`src/rtl/c_reg_piso_v5_0.sv`:
```
// Parallel-in/serial-out unload register: snapshots a word on LOAD and drains it over a valid/ready serial port.
// Optional feature: define C_REG_PISO_PARITY_EN to append an even-parity bit after the data bits.
module c_reg_piso_v5_0 #(
  parameter int                   C_WIDTH     = 16,
  parameter logic [8*C_WIDTH-1:0] C_SINIT_VAL = "",
  parameter int                   C_MSB_FIRST = 1,
  parameter int                   C_HAS_CE    = 0
) (
  input  logic               clk_i,
  input  logic               sclr_i,
  input  logic               ce_i,
  input  logic [C_WIDTH-1:0] d_i,
  input  logic               load_i,
  output logic [C_WIDTH-1:0] q_o,
  output logic               busy_o,
  output logic               sdout_o,
  output logic               svalid_o,
  input  logic               sready_i,
  output logic               done_o
);

`ifdef C_REG_PISO_PARITY_EN
  localparam int PAR = 1;
`else
  localparam int PAR = 0;
`endif

  localparam int             SRW      = C_WIDTH + PAR;
  localparam int             CW       = $clog2(C_WIDTH + 1);
  localparam logic [CW-1:0]  CNT_LOAD = CW'(SRW - 1);

  localparam logic [0:0] ST_IDLE  = 1'b0;
  localparam logic [0:0] ST_SHIFT = 1'b1;

  // An all-NUL string (the "" default) means all zeros; otherwise every char must be '0' or '1'.
  function automatic logic sinit_ok(input logic [8*C_WIDTH-1:0] s);
    logic ok;
    ok = 1'b1;
    if (s != '0) begin
      for (int i = 0; i < C_WIDTH; i++) begin
        if ((s[8*i +: 8] != 8'h30) && (s[8*i +: 8] != 8'h31)) ok = 1'b0;
      end
    end
    return ok;
  endfunction

  function automatic logic [C_WIDTH-1:0] sinit_bits(input logic [8*C_WIDTH-1:0] s);
    logic [C_WIDTH-1:0] v;
    for (int i = 0; i < C_WIDTH; i++) v[i] = (s[8*i +: 8] == 8'h31);
    return v;
  endfunction

  localparam logic [C_WIDTH-1:0] SINIT = sinit_bits(C_SINIT_VAL);

  if (!sinit_ok(C_SINIT_VAL)) begin : g_bad_sinit
    $fatal(1, "c_reg_piso_v5_0: C_SINIT_VAL must hold only '0'/'1' characters");
  end

  logic [0:0]         state_q, state_d;
  logic [SRW-1:0]     sr_q, sr_d;
  logic [CW-1:0]      cnt_q, cnt_d;
  logic [C_WIDTH-1:0] q_q, q_d;
  logic               done_q, done_d;

  logic           ce_eff;
  logic           xfer;
  logic           final_xfer;
  logic [SRW-1:0] load_word;
  logic [SRW-1:0] sr_shift;

  assign ce_eff     = (C_HAS_CE != 0) ? ce_i : 1'b1;
  assign xfer       = ce_eff && (state_q == ST_SHIFT) && sready_i;
  assign final_xfer = xfer && (cnt_q == '0);

  // The parity bit sits at the far end of the word so it follows the last data bit out.
`ifdef C_REG_PISO_PARITY_EN
  assign load_word = (C_MSB_FIRST != 0) ? {d_i, ^d_i} : {^d_i, d_i};
`else
  assign load_word = d_i;
`endif

  assign sr_shift = (C_MSB_FIRST != 0) ? {sr_q[SRW-2:0], 1'b0} : {1'b0, sr_q[SRW-1:1]};

  always_comb begin
    state_d = state_q;
    sr_d    = sr_q;
    cnt_d   = cnt_q;
    q_d     = q_q;
    done_d  = final_xfer;
    if (ce_eff) begin
      if (state_q == ST_IDLE) begin
        if (load_i) begin
          q_d     = d_i;
          sr_d    = load_word;
          cnt_d   = CNT_LOAD;
          state_d = ST_SHIFT;
        end
      end else if (xfer) begin
        // Shifting on the final bit too leaves SR empty, so SDOUT reads 0 once idle.
        sr_d = sr_shift;
        if (cnt_q == '0) begin
          if (load_i) begin
            q_d   = d_i;
            sr_d  = load_word;
            cnt_d = CNT_LOAD;
          end else begin
            state_d = ST_IDLE;
          end
        end else begin
          cnt_d = cnt_q - 1'b1;
        end
      end
    end
  end

  always_ff @(posedge clk_i) begin
    if (sclr_i) begin
      state_q <= ST_IDLE;
      sr_q    <= '0;
      cnt_q   <= '0;
      q_q     <= SINIT;
      done_q  <= 1'b0;
    end else begin
      state_q <= state_d;
      sr_q    <= sr_d;
      cnt_q   <= cnt_d;
      q_q     <= q_d;
      done_q  <= done_d;
    end
  end

  assign q_o      = q_q;
  assign busy_o   = (state_q == ST_SHIFT);
  assign svalid_o = (state_q == ST_SHIFT);
  assign sdout_o  = (C_MSB_FIRST != 0) ? sr_q[SRW-1] : sr_q[0];
  assign done_o   = done_q;

endmodule

```
`config.mk`:
```
export PLATFORM = sky130hd
export DESIGN_NAME = c_reg_piso_v5_0
export DESIGN_NICKNAME = d
export VERILOG_FILES = /design/src/rtl/c_reg_piso_v5_0.sv
export SDC_FILE = /design/constraint.sdc
export NUM_CORES = 1
export LEC_CHECK = 0
export CORE_ASPECT_RATIO = 1.2
export CORE_UTILIZATION = 45
export CTS_CLUSTER_DIAMETER = 150
export DETAILED_ROUTE_END_ITERATION = 10
export HOLD_SLACK_MARGIN = 0.05
export MAX_ROUTING_LAYER = met4
export PLACE_DENSITY = 0.72
export SYNTH_ARGS = -nofsm -noshare
export SYNTH_HDL_FRONTEND = slang
export SYNTH_SLANG_ARGS = --single-unit
```
`constraint.sdc`:
```
create_clock -name clk_i -period 1.7 [get_ports clk_i]
set_clock_uncertainty 0.1 [all_clocks]
set_input_delay 0.17 -clock clk_i [delete_from_list [all_inputs] [get_ports clk_i]]
set_output_delay 0.17 -clock clk_i [all_outputs]
set_load 0.03 [all_outputs]
```
==> flow_summary.yaml <==
final_layout:
  design_area_um2: 2530
  final_nets: 258
  fin_cells: 289
  drive_above_1_share: 0.181
  area_growth_pct: 39.4
  nFillCells: 295
  fin_util: 0.674
  diodes: 0
cts:
  cts_made_buffers: 5
  clkTransAtPathRegs_ns: 0.08
  clockRootBuffer: "clkbuf_8"
  clockBufferDepth: 2
  cts_sinks: 39
  h-tree-depth: 2
  worstSkewPairLatency_ns: 0.30
  cts_tree: "yes"
routing:
  dr.pass1.iters: 4
  dr.first_iter.drc_count: 77
  viasPerCell: 5.24
  drc: 0
  drt-total-wl_um: 4110
  wire_per_inst_um: 14.2
  num_vias: 1513
  antenna_left: 0
critical_path:
  worstPathRequired_ns: 1.79
  end_kind: "flip-flop"
  crit_type: "reg -> reg"
  worst-endpoint-arrival_ns: 1.80
  crit_path_start_kind: "flip-flop"
  cp_max_fo: 8
grt:
  grt_pass1_vias: 1543
  grt_max_degree: 34
  busiest_layer: "met2"
  use_met1: 0.207
  met2_usage: 0.379
  grt_usage: 0.210
  antenna_found_initial: 0
  grt_use_met3: 0.0542
  overflow: 0
  grt_pass1_wl_um: 6620
die:
  core-area_um2: 3750
  die_w_um: 60.0
  start_util: 0.483
  die_h_um: 71.6
  rows: 24
  die_area_um2: 4290
  io_pins: 41
sta:
  drv_slew: 0
  finalCritPeriodShare: 1.01
  fin_crit_ns: 1.71
  setup_violations: 12
  rsz0062_at_grt: "yes"
  max_freq_mhz: 583
  slew_headroom: 0.758
  whs_ns: 0.370
  worstMarginPinSlew_ns: 0.362
  hold_violations: 0
  setup_slack_ns: -0.0139
placement:
  place_ws_ns: -0.0757
  dp_hpwl_um: 2740
  placedCellCount: 276
  place_area_um2: 2290
  gp_congestion: 0.825
  numPortBuffers: 39
synth:
  ys_seq_elements: 39
  synthTopCellsByArea: "dfxtp_1 43%, nand2b_1 11%, mux2i_1 8.8%"
  yosys.area.top_type: "dfxtp_1"
  yosysSeqAreaShare: 0.430
  synth_fp_nets: 209
  yosys-top-cells-count: "39 x dfxtp_1, 32 x nand2b_1, 20 x a21oi_1, 20 x inv_1, 16 x mux2i_1"
  synth_edf_count: 0
  synth.distinct_cells: 34
  synth_top_area_frac: 0.430
  synthFlopType: "dfxtp_1"
  syn_area_um2: 1810
  yosysWarnings: 0
  synthCells: 187
  syn_area_per_cell_um2: 9.70
  yosysMostFrequentCell: "dfxtp_1"
  ys_async_sr_fraction: 0
flow_run:
  maxCapViolCount: 0
run_status:
  violations: "negative setup slack"
  outcome: "complete, but fails checks"
hold_path:
  hold_class: "in -> reg"
power_and_ir_drop:
  p_leak_nw: 0.987
  powerDensity_nw_per_um2: 907
  ir_worst_vdd_mv: 0.486
flip-flops by register name (all words and copies together) (netlist names):
| register | count |
|---|---|
| cnt_q | 5 |
| busy_o | 1 |
| q_o | 16 |
| sr_q | 16 |
| done_o | 1 |
per-layer routing:
| metal | vias up | wire (µm) |
|---|---|---|
| li1 | 747 | - |
| met2 | 30 | 2260 |
| met4 | 0 | 50 |
| met3 | 7 | 145 |
| met5 | - | 0 |
| met1 | 729 | 1660 |
final timing paths:
| path | startpoint | slack (ns) | cells past startpoint | endpoint |
|---|---|---|---|---|
| worst min register to register | q_o[8]$_SDFFE_PP0P_ | 0.38 | 2 | q_o[8]$_SDFFE_PP0P_ |
| worst max-delay path | cnt_q[1]$_SDFFE_PP0N_ | -0.01 | 7 | sr_q[2]$_SDFFE_PP0P_ |
| worst min-delay path | d_i[0] | 0.37 | 3 | q_o[0]$_SDFFE_PP0P_ |
| worst max register to register | cnt_q[1]$_SDFFE_PP0N_ | -0.01 | 7 | sr_q[2]$_SDFFE_PP0P_ |
repair_timing:
action	in CTS	in global routing
gates cloned	1	1
buffers inserted	2	1
pin swaps	1	4
resized for setup	8	7
hold buffers	0	0
setup endpoints to repair	35	34
endpoints found under the hold margin	0	0
per-stage QoR:
stage / setup TNS, ns / power (mW)
2_1_floorplan: 0 / 1.39
3_3_place_gp: 0 / 1.55
3_5_place_dp: -1.55 / 1.58
4_1_cts: 0 / 2.28
5_1_grt: -1.16 / 2.41
6_report: -0.0884 / 2.29
worst max-delay path, cell delays in order, from the launching register on:
cell,delay [ns]
dfxtp_2,0.34
inv_2,0.08
ha_4,0.15
nor4b_4,0.22
buf_4,0.19
a31oi_4,0.12
clkbuf_16,0.18
o221a_1,0.24
layout by cell type (no fill, tap or decap), types with 2 or more instances in the layout:
master | Yosys | routed
buf_4 | 2 | 14
dfxtp_1 | 39 | 37
inv_1 | 20 | 18
o221a_2 | 6 | 2
mux2i_1 | 16 | 16
inv_2 | 0 | 2
clkbuf_8 | 0 | 6
o221a_1 | 9 | 9
nand2b_1 | 32 | 32
buf_12 | 1 | 2
nand2_1 | 3 | 3
dlygate4sd2_1 | 0 | 2
o221a_4 | 0 | 4
o21ai_0 | 3 | 3
dfxtp_2 | 0 | 2
nor3_1 | 4 | 4
a221oi_1 | 2 | 2
a21oi_1 | 20 | 20
clkdlybuf4s50_1 | 0 | 37
or3_1 | 2 | 2
cells by family (layout without fill, tap and decap cells):
group | Yosys count | after routing | share of synthesized area
and+or+nand+nor | 50 | 50 | 0.179
AOI/OAI and AO/OA | 45 | 45 | 0.191
DFF | 39 | 39 | 0.430
buffers and inverters | 35 | 85 | 0.0965
muxes | 17 | 17 | 0.0959
adders and majority gates | 1 | 1 | 0.00690
power breakdown:
group,internal (mW),switching [mW]
registers,0.994,0.0562
clock network,0.331,0.334
logic,0.305,0.274
total,1.63,0.664
cell type report:
| cell class | instances | area, µm² | area share |
|---|---|---|---|
| timing repair buffer | 57 | 586 | 0.232 |
| sequential | 39 | 783 | 0.310 |
| clock buffer | 6 | 82.6 | 0.0327 |
| multi-input combinational | 113 | 921 | 0.364 |
| clock inverter | 2 | 16.3 | 0.00643 |
| inverter | 20 | 75.1 | 0.0297 |
| tap | 52 | 65.1 | 0.0257 |
No activity file was read; power rests on OpenSTA's default activity.
